**config.mk**
```make
export PLATFORM = sky130hd
export DESIGN_NAME = ahb_manager_flat
export DESIGN_NICKNAME = d
export VERILOG_FILES = /design/src/rtl/ahb_pkg.sv /design/src/rtl/ahb_manager_if.sv /design/src/rtl/ahb_manager.sv /design/src/flat_wrapper.sv
export SDC_FILE = /design/constraint.sdc
export NUM_CORES = 1
export LEC_CHECK = 0
export CAP_MARGIN = 20
export CORE_MARGIN = 2
export CORE_UTILIZATION = 46
export CTS_CLUSTER_SIZE = 28
export DETAILED_ROUTE_END_ITERATION = 7
export GPL_ROUTABILITY_DRIVEN = 0
export PLACE_DENSITY = 0.79
export SLEW_MARGIN = 20
export SYNTH_ARGS = -nofsm -noshare
export SYNTH_HDL_FRONTEND = slang
export SYNTH_SLANG_ARGS = --single-unit
```
**constraint.sdc**
```tcl
create_clock -name hclk -period 1.61 [get_ports hclk]
set_clock_uncertainty 0.05 [all_clocks]
set_input_delay 0.483 -clock hclk [delete_from_list [all_inputs] [get_ports hclk]]
set_output_delay 0.483 -clock hclk [all_outputs]
set_load 0.02 [all_outputs]
```
**src/rtl/ahb_pkg.sv**
```systemverilog
// Shared AHB-Lite types and constants for the manager and its bus interface.
package ahb_pkg;

    localparam int ADDR_W = 32;
    localparam int DATA_W = 8;

    typedef enum logic [1:0] {
        IDLE   = 2'b00,
        BUSY   = 2'b01,
        NONSEQ = 2'b10,
        SEQ    = 2'b11
    } htrans_t;

    localparam logic [2:0] HSIZE_BYTE  = 3'd0;
    localparam logic       HRESP_OKAY  = 1'b0;
    localparam logic       HRESP_ERROR = 1'b1;

    typedef struct packed {
        logic              write;
        logic [ADDR_W-1:0] addr;
        logic [2:0]        size;
        logic [DATA_W-1:0] wdata;
    } ahb_cmd_t;

    // Only byte transfers exist on an 8-bit data bus.
    function automatic logic size_legal(input logic [2:0] size);
        return size == HSIZE_BYTE;
    endfunction

endpackage

```
**src/rtl/ahb_manager_if.sv**
```systemverilog
// Command/response port plus AHB-Lite manager signals, bundled for ahb_manager.
interface ahb_manager_if;
    import ahb_pkg::*;

    logic              cmd_valid;
    logic              cmd_ready;
    logic              cmd_write;
    logic [ADDR_W-1:0] cmd_addr;
    logic [2:0]        cmd_size;
    logic [DATA_W-1:0] cmd_wdata;

    logic              rsp_valid;
    logic              rsp_write;
    logic [DATA_W-1:0] rsp_rdata;
    logic              rsp_err;

    logic [ADDR_W-1:0] haddr;
    htrans_t           htrans;
    logic              hwrite;
    logic [2:0]        hsize;
    logic [DATA_W-1:0] hwdata;
    logic              hready;
    logic              hresp;
    logic [DATA_W-1:0] hrdata;

    modport master (
        input  cmd_valid, cmd_write, cmd_addr, cmd_size, cmd_wdata,
        input  hready, hresp, hrdata,
        output cmd_ready, rsp_valid, rsp_write, rsp_rdata, rsp_err,
        output haddr, htrans, hwrite, hsize, hwdata
    );

    modport slave (
        output cmd_valid, cmd_write, cmd_addr, cmd_size, cmd_wdata,
        output hready, hresp, hrdata,
        input  cmd_ready, rsp_valid, rsp_write, rsp_rdata, rsp_err,
        input  haddr, htrans, hwrite, hsize, hwdata
    );

endinterface

```
**src/rtl/ahb_manager.sv**
```systemverilog
// Single-transfer AHB-Lite manager: AP/DP pipeline with a HOLD slot that
// replays the address phase cancelled by a two-cycle ERROR response.
module ahb_manager
    import ahb_pkg::*;
(
    input  logic          hclk,
    input  logic          hreset_n,
    ahb_manager_if.master bus
);

    // state   | meaning
    // ST_RUN  | normal operation, AP/DP advance whenever hready is high
    // ST_ERR1 | first ERROR cycle seen; AP parked in HOLD, waiting for the second
    typedef enum logic {ST_RUN, ST_ERR1} state_t;

    state_t            state;
    ahb_cmd_t          ap;
    ahb_cmd_t          hold;
    ahb_cmd_t          cmd;
    logic              ap_valid;
    logic              hold_valid;
    logic              ap_on_bus;
    logic              accept;

    // DP only needs direction, legality and write data; the address has left the bus.
    logic              dp_valid;
    logic              dp_write;
    logic              dp_legal;
    logic [DATA_W-1:0] dp_wdata;

    assign cmd = '{write: bus.cmd_write, addr: bus.cmd_addr,
                   size: bus.cmd_size, wdata: bus.cmd_wdata};

    // Illegal sizes ride the pipeline for ordering but never reach the bus.
    assign ap_on_bus     = ap_valid && size_legal(ap.size);
    assign bus.htrans    = ap_on_bus ? NONSEQ : IDLE;
    assign bus.haddr     = ap_on_bus ? ap.addr : '0;
    assign bus.hwrite    = ap_on_bus && ap.write;
    assign bus.hsize     = ap_on_bus ? ap.size : HSIZE_BYTE;
    assign bus.hwdata    = (dp_valid && dp_write && dp_legal) ? dp_wdata : '0;
    assign bus.cmd_ready = hreset_n && bus.hready && !hold_valid && (state == ST_RUN);
    assign accept        = bus.cmd_valid && bus.cmd_ready;

    always_ff @(posedge hclk) begin
        if (!hreset_n) begin
            state         <= ST_RUN;
            ap            <= '0;
            hold          <= '0;
            ap_valid      <= 1'b0;
            hold_valid    <= 1'b0;
            dp_valid      <= 1'b0;
            dp_write      <= 1'b0;
            dp_legal      <= 1'b0;
            dp_wdata      <= '0;
            bus.rsp_valid <= 1'b0;
            bus.rsp_write <= 1'b0;
            bus.rsp_rdata <= '0;
            bus.rsp_err   <= 1'b0;
        end else begin
            bus.rsp_valid <= 1'b0;
            bus.rsp_write <= 1'b0;
            bus.rsp_rdata <= '0;
            bus.rsp_err   <= 1'b0;
            case (state)
                ST_RUN: begin
                    if (dp_valid && dp_legal && !bus.hready && bus.hresp == HRESP_ERROR) begin
                        state <= ST_ERR1;
                        if (ap_valid) begin
                            hold       <= ap;
                            hold_valid <= 1'b1;
                            ap_valid   <= 1'b0;
                        end
                    end else if (bus.hready) begin
                        if (dp_valid) begin
                            bus.rsp_valid <= 1'b1;
                            bus.rsp_write <= dp_write;
                            bus.rsp_rdata <= (dp_write || !dp_legal) ? '0 : bus.hrdata;
                            bus.rsp_err   <= !dp_legal || (bus.hresp != HRESP_OKAY);
                        end
                        dp_valid <= ap_valid;
                        dp_write <= ap.write;
                        dp_legal <= size_legal(ap.size);
                        dp_wdata <= ap.wdata;
                        ap       <= cmd;
                        ap_valid <= accept;
                    end
                end
                ST_ERR1: begin
                    if (bus.hready) begin
                        bus.rsp_valid <= 1'b1;
                        bus.rsp_write <= dp_write;
                        bus.rsp_rdata <= dp_write ? '0 : bus.hrdata;
                        bus.rsp_err   <= 1'b1;
                        dp_valid      <= 1'b0;
                        ap            <= hold;
                        ap_valid      <= hold_valid;
                        hold_valid    <= 1'b0;
                        state         <= ST_RUN;
                    end
                end
            endcase
        end
    end

endmodule

```
**src/flat_wrapper.sv**
```systemverilog
// flat-port wrapper written by rule: the top's interface ports become plain ports
module ahb_manager_flat import ahb_pkg::*;
  (hclk, hreset_n, bus_cmd_valid, bus_cmd_write, bus_cmd_addr, bus_cmd_size, bus_cmd_wdata, bus_hready, bus_hresp, bus_hrdata, bus_cmd_ready, bus_rsp_valid, bus_rsp_write, bus_rsp_rdata, bus_rsp_err, bus_haddr, bus_htrans, bus_hwrite, bus_hsize, bus_hwdata);
  ahb_manager_if bus_i ();
  input  logic hclk;
  input  logic hreset_n;
  input wire logic [$bits(bus_i.cmd_valid)-1:0] bus_cmd_valid;
  input wire logic [$bits(bus_i.cmd_write)-1:0] bus_cmd_write;
  input wire logic [$bits(bus_i.cmd_addr)-1:0] bus_cmd_addr;
  input wire logic [$bits(bus_i.cmd_size)-1:0] bus_cmd_size;
  input wire logic [$bits(bus_i.cmd_wdata)-1:0] bus_cmd_wdata;
  input wire logic [$bits(bus_i.hready)-1:0] bus_hready;
  input wire logic [$bits(bus_i.hresp)-1:0] bus_hresp;
  input wire logic [$bits(bus_i.hrdata)-1:0] bus_hrdata;
  output wire logic [$bits(bus_i.cmd_ready)-1:0] bus_cmd_ready;
  output wire logic [$bits(bus_i.rsp_valid)-1:0] bus_rsp_valid;
  output wire logic [$bits(bus_i.rsp_write)-1:0] bus_rsp_write;
  output wire logic [$bits(bus_i.rsp_rdata)-1:0] bus_rsp_rdata;
  output wire logic [$bits(bus_i.rsp_err)-1:0] bus_rsp_err;
  output wire logic [$bits(bus_i.haddr)-1:0] bus_haddr;
  output wire logic [$bits(bus_i.htrans)-1:0] bus_htrans;
  output wire logic [$bits(bus_i.hwrite)-1:0] bus_hwrite;
  output wire logic [$bits(bus_i.hsize)-1:0] bus_hsize;
  output wire logic [$bits(bus_i.hwdata)-1:0] bus_hwdata;
  assign bus_i.cmd_valid = bus_cmd_valid;
  assign bus_i.cmd_write = bus_cmd_write;
  assign bus_i.cmd_addr = bus_cmd_addr;
  assign bus_i.cmd_size = bus_cmd_size;
  assign bus_i.cmd_wdata = bus_cmd_wdata;
  assign bus_i.hready = bus_hready;
  assign bus_i.hresp = bus_hresp;
  assign bus_i.hrdata = bus_hrdata;
  assign bus_cmd_ready = bus_i.cmd_ready;
  assign bus_rsp_valid = bus_i.rsp_valid;
  assign bus_rsp_write = bus_i.rsp_write;
  assign bus_rsp_rdata = bus_i.rsp_rdata;
  assign bus_rsp_err = bus_i.rsp_err;
  assign bus_haddr = bus_i.haddr;
  assign bus_htrans = bus_i.htrans;
  assign bus_hwrite = bus_i.hwrite;
  assign bus_hsize = bus_i.hsize;
  assign bus_hwdata = bus_i.hwdata;
  ahb_manager u_core (.hclk(hclk), .hreset_n(hreset_n), .bus(bus_i));
endmodule
```
==> results of run 1 <==
[per-stage QoR]
| step | setup slack, ps | instance area [sq um] | instances | utilization, % |
|---|---|---|---|---|
| after floorplan | 19.8 | 5150 | 553 | - |
| after global placement | -437 | 6610 | 805 | 61.0 |
| after detailed placement | -470 | 6610 | 805 | 61.0 |
| after CTS | -605 | 7450 | 847 | 68.8 |
| after global routing | -668 | 7890 | 856 | 72.8 |
| final | -631 | 7890 | 856 | 72.8 |
[sequential cells by signal (all words and copies together), names as in the netlist]
name,cells
u_core.ap,44
u_core.ap_valid,1
u_core.bus.rsp_err,1
u_core.bus.rsp_rdata,8
u_core.bus.rsp_valid,1
u_core.bus.rsp_write,1
u_core.dp_legal,1
u_core.dp_valid,1
u_core.dp_wdata,8
u_core.dp_write,1
u_core.hold,44
u_core.hold_valid,1
u_core.state,1
[layout make-up]
cell class                 count  share of cell area (%)
clock buffer                  22                    6.14
sequential                   113                    28.8
timing repair buffer         195                    25.7
tap                          140                    2.22
multi-input combinational    378                    36.0
inverter                       2                  0.0951
clock inverter                 6                    1.01
[where the power goes]
group | leakage [nW] | switching [mW] | internal (mW)
Clock | 0.283 | 1.26 | 2.37
Sequential | 0.927 | 0.0675 | 2.89
Combinational | 2.23 | 0.406 | 0.462
[worst max-delay path: stages, from the launching register on]
cell and delay (ps):
dfxtp_2 340, nor3_4 250, buf_6 170, buf_12 140
and3_2 190, buf_6 110
[cells in the mapped netlist, types with 5 or more instances]
| master | count | area share (%) |
|---|---|---|
| mux2i_1 | 44 | 8.6 |
| and2_1 | 19 | 2.3 |
| a21boi_1 | 41 | 6.0 |
| o211a_1 | 44 | 8.6 |
| o21ai_1 | 38 | 3.7 |
| nand3_1 | 45 | 4.4 |
| dfxtp_1 | 113 | 44 |
| nand2_1 | 66 | 4.9 |
| buf_4 | 7 | 1.0 |
| buf_2 | 11 | 1.1 |
| buf_6 | 10 | 2.2 |
| and3_1 | 35 | 4.3 |
| a21boi_0 | 14 | 2.1 |
| o21ai_0 | 5 | 0.49 |
| clkbuf_1 | 30 | 2.2 |
[logic make-up (layout without fill, tap and decap cells)]
kind of cell | Yosys count | count (layout) | synth area share, %
muxes | 44 | 44 | 8.63
other | 1 | 4 | 0.0735
DFF | 113 | 113 | 44.3
and+or+nand+nor | 180 | 180 | 18.0
buffers and inverters | 62 | 225 | 6.82
AOI/OAI and AO/OA | 150 | 150 | 22.1
[routing by layer]
metal  part of all wire (%)  vias to the layer above  global-route usage (%)
met1                     39                     2385                    31.5
met3                    8.1                       55                    6.28
met2                     49                      241                    44.8
met4                    3.6                        0                    11.8
met5                      0                        -                       0
li1                       -                     2264                       -
[final timing paths]
check	slack, ps	startpoint	depth (start not counted)	end
max	-630	u_core.ap[8]	5	bus_haddr[6]
min	410	u_core.hold[4]	2	u_core.hold[4]
max reg2reg	-100	u_core.ap_valid	6	u_core.hold[42]
min reg2reg	410	u_core.hold[4]	2	u_core.hold[4]
[what timing repair did]
action | CTS | global route
pin swaps | 8 | 18
setup buffers | 7 | 6
hold buffers | 0 | 0
gates cloned | 7 | 5
gates resized for setup | 323 | 84
setup endpoints to repair | 99 | 90
==> results.json, run 1 <==
{
  "status": "finished with violations",
  "violations": "setup timing",
  "vias": 4945,
  "fp.dieW_um": 109,
  "slew_viol_final": 0,
  "grt_max_degree": 103,
  "grt_pass1_wl_mm": 24.1,
  "power_leakage_nw": 3.44,
  "post_drt_wl_per_cell_um": 19.9,
  "total_power_mw": 7.45,
  "hold_violations": 0,
  "rsz0062_at_grt": "true",
  "synth-seq-cells": 113,
  "syn_area_per_cell_sq_um": 9.27,
  "drt-pass1-iter-count": 5,
  "drt-initial-drc-count": 372,
  "crit_fanout": 9,
  "cts.sinks": 113,
  "max-vdd-ir-drop_mv": 0.570,
  "min_period_over_period_pct": 139,
  "final-setup-viol-count": 50,
  "clk_pin_slew_worst_paths_ps": 60,
  "grt_pass1_vias": 4805,
  "ioPinCount": 115,
  "synthArstFlopShare_pct": 0,
  "grt.total_usage_pct": 26.3,
  "cap_violations": 0,
  "totalWireLength_mm": 17.0,
  "fillers": 714,
  "cts_root_buf": "clkbuf_8",
  "end_kind": "primary output",
  "cp-start-kind": "register",
  "final_common_cell": "dfxtp_1",
  "grt_antenna_before_repair": 0,
  "drive_gt1_share_pct": 36.2,
  "core-area_sq_um": 10800,
  "relSlewSlack_pct": 37.4,
  "htree_levels": 4,
  "power_density_nw_per_um2": 945,
  "area_delta_synth_final_pct": 54.7,
  "holdWs_ps": 407,
  "ys_types": 32,
  "die-area_sq_um": 11900,
  "fin_tns_setup_ps": -23030,
  "synth_top_flop_cell": "dfxtp_1",
  "hold_path.class": "reg2reg",
  "multiInputGateArea_sq_um": 2840,
  "max_freq_mhz": 446,
  "syn_inst": 550,
  "ant_nets": 0,
  "nets": 764,
  "clock_path_buffers": 2,
  "insertion_delay_ps": 510,
  "max_slew.worst_pin.slew_ps": 939,
  "ys_seq_area_share_pct": 44.3,
  "fp-row-count": 38,
  "overflow": 0,
  "worst_slack_ps": -631,
  "cp.arrival_ps": 1710,
  "cp.required_ps": 1080,
  "start_util_pct": 47.1,
  "io_buffers": 110,
  "syn_area_sq_um": 5100,
  "dpl.hpwl_mm": 8.56,
  "seqCellArea_sq_um": 2280,
  "yosys_warnings": 0,
  "die_h_um": 109,
  "drc": 0,
  "fin_crit_ps": 2240,
  "routed_via_density": 5.78,
  "synth_edf_count": 0,
  "criticalPathCategory": "reg2out",
  "cts_tree": "done",
  "final_cell_mix": "dfxtp_1, nand2_1, buf_4, clkdlybuf4s50_1, buf_6",
  "cts-buffers-inserted": 17,
  "n_antenna_cell": 0
}
Note: power is estimated with default switching activity, not from simulation.
==> run 2: changes to the inputs <==
Settings changed: RECOVER_POWER from default to 25.
==> run 2 against run 1 <==
  * The flow still finishes with violations (setup timing)
  * Setup slack lost 5.4 ps
  * Maximum frequency shrank 0.24%
  * Critical path depth is the same
  * Sequential share of layout area grew 0.11 points
  * Register-to-register slack lost 270 ps
  * Cell count is the same
  * Cell area shrank 0.36%
  * First-iteration DRC count grew 6.7%
  * Clock-buffer cell count is the same
==> results.json, run 2 (synthesis results as in run 1) <==
{
  "status": "finished with violations",
  "violations": "setup timing",
  "wl_met1_mm": 6.66,
  "grt_antenna_before_repair": 0,
  "placed_cells_incl_taps": 805,
  "end_kind": "primary output",
  "grt_pass1_wl_mm": 24.1,
  "routed_via_density": 5.80,
  "top_regs": "u_core.ap (44), u_core.hold (44)",
  "cts-buffers-inserted": 17,
  "worst_slack_ps": -636,
  "max_slew.worst_pin.slew_ps": 1000,
  "ioPinCount": 115,
  "grt.total_usage_pct": 26.3,
  "cts_root_buf": "clkbuf_8",
  "drc": 0,
  "power_density_nw_per_um2": 947,
  "fp.dieW_um": 109,
  "post_drt_wl_per_cell_um": 19.8,
  "io_buffers": 110,
  "fp-row-count": 38,
  "final_common_cell": "dfxtp_1",
  "n_antenna_cell": 0,
  "totalWireLength_mm": 17.0,
  "cts_tree": "done",
  "drt-initial-drc-count": 397,
  "grt_max_degree": 103,
  "die_h_um": 109,
  "ant_nets": 0,
  "relSlewSlack_pct": 33.2,
  "min_period_over_period_pct": 140,
  "fin_crit_ps": 2250,
  "final_cell_mix": "dfxtp_1, nand2_1, buf_4, clkdlybuf4s50_1, buf_6",
  "core-area_sq_um": 10800,
  "criticalPathCategory": "reg2out",
  "wl_met3_mm": 1.37,
  "hold_violations": 0,
  "cp.arrival_ps": 1710,
  "rsz0062_at_grt": "true",
  "grt_pass1_vias": 4805,
  "cap_violations": 0,
  "overflow": 0,
  "area_delta_synth_final_pct": 54.1,
  "hold_path.class": "reg2reg",
  "nets": 764,
  "vias": 4969,
  "clk_pin_slew_worst_paths_ps": 60,
  "final-setup-viol-count": 134,
  "post-place-ws_ps": -470,
  "start_util_pct": 47.1,
  "clock_path_buffers": 2,
  "max-vdd-ir-drop_mv": 0.568,
  "max_freq_mhz": 445,
  "crit_fanout": 9,
  "met2_length_mm": 8.35,
  "final_core_util_pct": 72.5,
  "cp.required_ps": 1080,
  "htree_levels": 4,
  "cp-start-kind": "register",
  "insertion_delay_ps": 510,
  "fillers": 719,
  "drive_gt1_share_pct": 35.9,
  "fin_tns_setup_ps": -31580,
  "cts.sinks": 113,
  "die-area_sq_um": 11900,
  "dpl.hpwl_mm": 8.56,
  "slew_viol_final": 0,
  "power_leakage_nw": 3.43,
  "dr.max_layer_used": "met4",
  "drt-pass1-iter-count": 5,
  "layoutNonFillerInstCount": 856
}
[run 2: metrics by stage]
stage,hold slack [ps],power (mW),area (sq um)
2_1_floorplan,389,3.35,5150
3_3_place_gp,399,3.68,6610
3_5_place_dp,409,3.70,6610
4_1_cts,417,7.37,7450
5_1_grt,432,7.63,7860
6_report,405,7.44,7860
[run 2: path summary, 6_finish.rpt]
path                                startpoint             end  slack [ps]  cells past startpoint
worst min register to register  u_core.hold[4]  u_core.hold[4]         410                      2
worst min-delay path            u_core.hold[4]  u_core.hold[4]         410                      2
worst max register to register    u_core.state   u_core.ap[22]        -370                      6
worst max-delay path              u_core.ap[8]    bus_haddr[6]        -640                      5
[run 2: routing by layer]
layer  vias to the layer above  global-route usage (%)
li1                       2266                       -
met1                      2398                    31.5
met2                       254                    44.8
met3                        51                    6.28
met4                         0                    11.8
met5                         -                       0
[run 2: cell type report]
class	instances	area (sq um)	area share [%]
Clock inverter	6	80.1	1.02
Sequential cell	113	2280	29.0
Inverter	2	7.51	0.0955
Timing Repair Buffer	195	2000	25.4
Multi-Input combinational cell	378	2840	36.2
Tap cell	140	175	2.23
Clock buffer	22	484	6.16
[run 2: repair_timing]
action | CTS | global route
endpoints found under the hold margin | 0 | 0
cloned | 7 | 5
setup endpoints to repair | 99 | 90
hold buffers | 0 | 0
pin swaps | 8 | 18
gates resized for setup | 323 | 84
buffers inserted | 7 | 6
[run 2: worst max-delay path, stage by stage (launching register included)]
cell and delay (ps):
dfxtp_2 340, nor3_4 260, buf_6 170, buf_12 140, and3_2 190, buf_6 110
[run 2: report_power, final]
part	total [mW]	switching (mW)	leakage, nW	internal [mW]
sequential	2.96	0.0673	0.927	2.89
combinational	0.869	0.407	2.22	0.462
clock	3.61	1.25	0.283	2.37
==> variant, RTL diff (config.mk and constraints of run 1) <==
The package constant `DATA_W` goes from 8 to 6.
--- a/src/rtl/ahb_pkg.sv
+++ b/src/rtl/ahb_pkg.sv
@@ -3,5 +3,5 @@
 
     localparam int ADDR_W = 32;
-    localparam int DATA_W = 8;
+    localparam int DATA_W = 6;
 
     typedef enum logic [1:0] {
Ports: changed (resized bus_cmd_wdata, bus_hrdata, bus_hwdata and bus_rsp_rdata); port bits go from 115 to 107. The function was not compared with the original's and may differ.
==> variant against run 1 <==
The run still ends with setup timing left. Clock power decreased by 58%. Synthesized cell count shrank 6.0%. Synthesized area decreased by 6.0%. Final area is 9.5% lower. Sequential cell count is 8 lower. Routed wire length fell by 13%. First-iteration DRC count down 32%. Total power fell by 31%. Count of clock-buffer cells in the layout is 13 lower. Via count fell by 7.2%. Setup slack improved by 0.14 ns. Critical path type unchanged. Highest routed layer unchanged.
==> variant: results <==
group,metric,value,unit
routing,vias,4589,
finish,nNetsFinal,719,
worst_setup_path,slowest_stage,"dfxtp_1",
global_routing,gr-usage-all-layers,0.251,
power,ir_drop,0.000557,V
power,leakage,3.12,nW
synth,synth_mux_area_frac,0.0876,
synth,syn_inst,517,
global_routing,gr-usage-met1,0.306,
place,post-place-cells,768,
finish,reg_top3,"u_core.ap x42, u_core.hold x42",
sta,relSlewSlack,0.434,
synth,synth_cell_types,31,
worst_setup_path,cpPeakStageDelay,0.36,ns
status,status,"complete, but fails checks",
synth,synthTopCellsByArea,"dfxtp_1 (44%), mux2i_1 (8.8%), o211a_1 (8.8%)",
routing,wl_met3,899,um
worst_setup_path,crit_fanout,11,
global_routing,grt_pass1_vias,4434,
sta,fin_setup_tns,-18.89,ns
clock_network,clk_pin_slew,0.10,ns
power,seqPwrFrac,0.535,
place,dp_worst_setup_slack,-0.515,ns
global_routing,met2_usage,0.441,
power,switching_power,0.00140,W
routing,wl_met2,7.55,mm
synth,synth_seq_area_share,0.438,
place,portBuffers,102,
sta,finalSetupViolations,77,
place,placed_area,6260,um^2
synth,ys_top_cells_by_count,"dfxtp_1 (105), nand2_1 (59), a21boi_1 (48)",
finish,drive_gt1_frac,0.362,
routing,avgViaCountPerCell,5.68,
status,violations,"setup timing",
clock_network,worst_skew_pair.late_latency,0.37,ns
global_routing,met3_usage,0.0533,
global_routing,grt_pass1_wl,22.5,mm
routing,drt_first_pass_iters,6,
sta,fin_ws,-0.495,ns
## variant: layout make-up
cell class | instances | area, um^2 | share of cell area
flip-flops and latches | 105 | 2120 | 0.297
diodes | 1 | 2.50 | 0.000351
repair buffers | 192 | 1970 | 0.276
clock inverters | 7 | 55.1 | 0.00771
clock buffers | 9 | 124 | 0.0174
inverters | 2 | 7.51 | 0.00105
well taps | 136 | 170 | 0.0238
multi-input cells | 356 | 2690 | 0.377
## variant: worst paths after layout
path	from	end	slack (ns)	cells after the start
worst min register to register	u_core.dp_wdata[0]$_SDFFE_PN0P_	u_core.dp_wdata[0]$_SDFFE_PN0P_	0.41	2
worst max register to register	u_core.state$_SDFF_PN0_	u_core.hold[12]$_SDFFE_PN0P_	-0.12	6
worst max-delay path	u_core.ap[6]$_SDFFE_PN0P_	bus_haddr[12]	-0.50	5
worst min-delay path	u_core.dp_wdata[0]$_SDFFE_PN0P_	u_core.dp_wdata[0]$_SDFFE_PN0P_	0.41	2
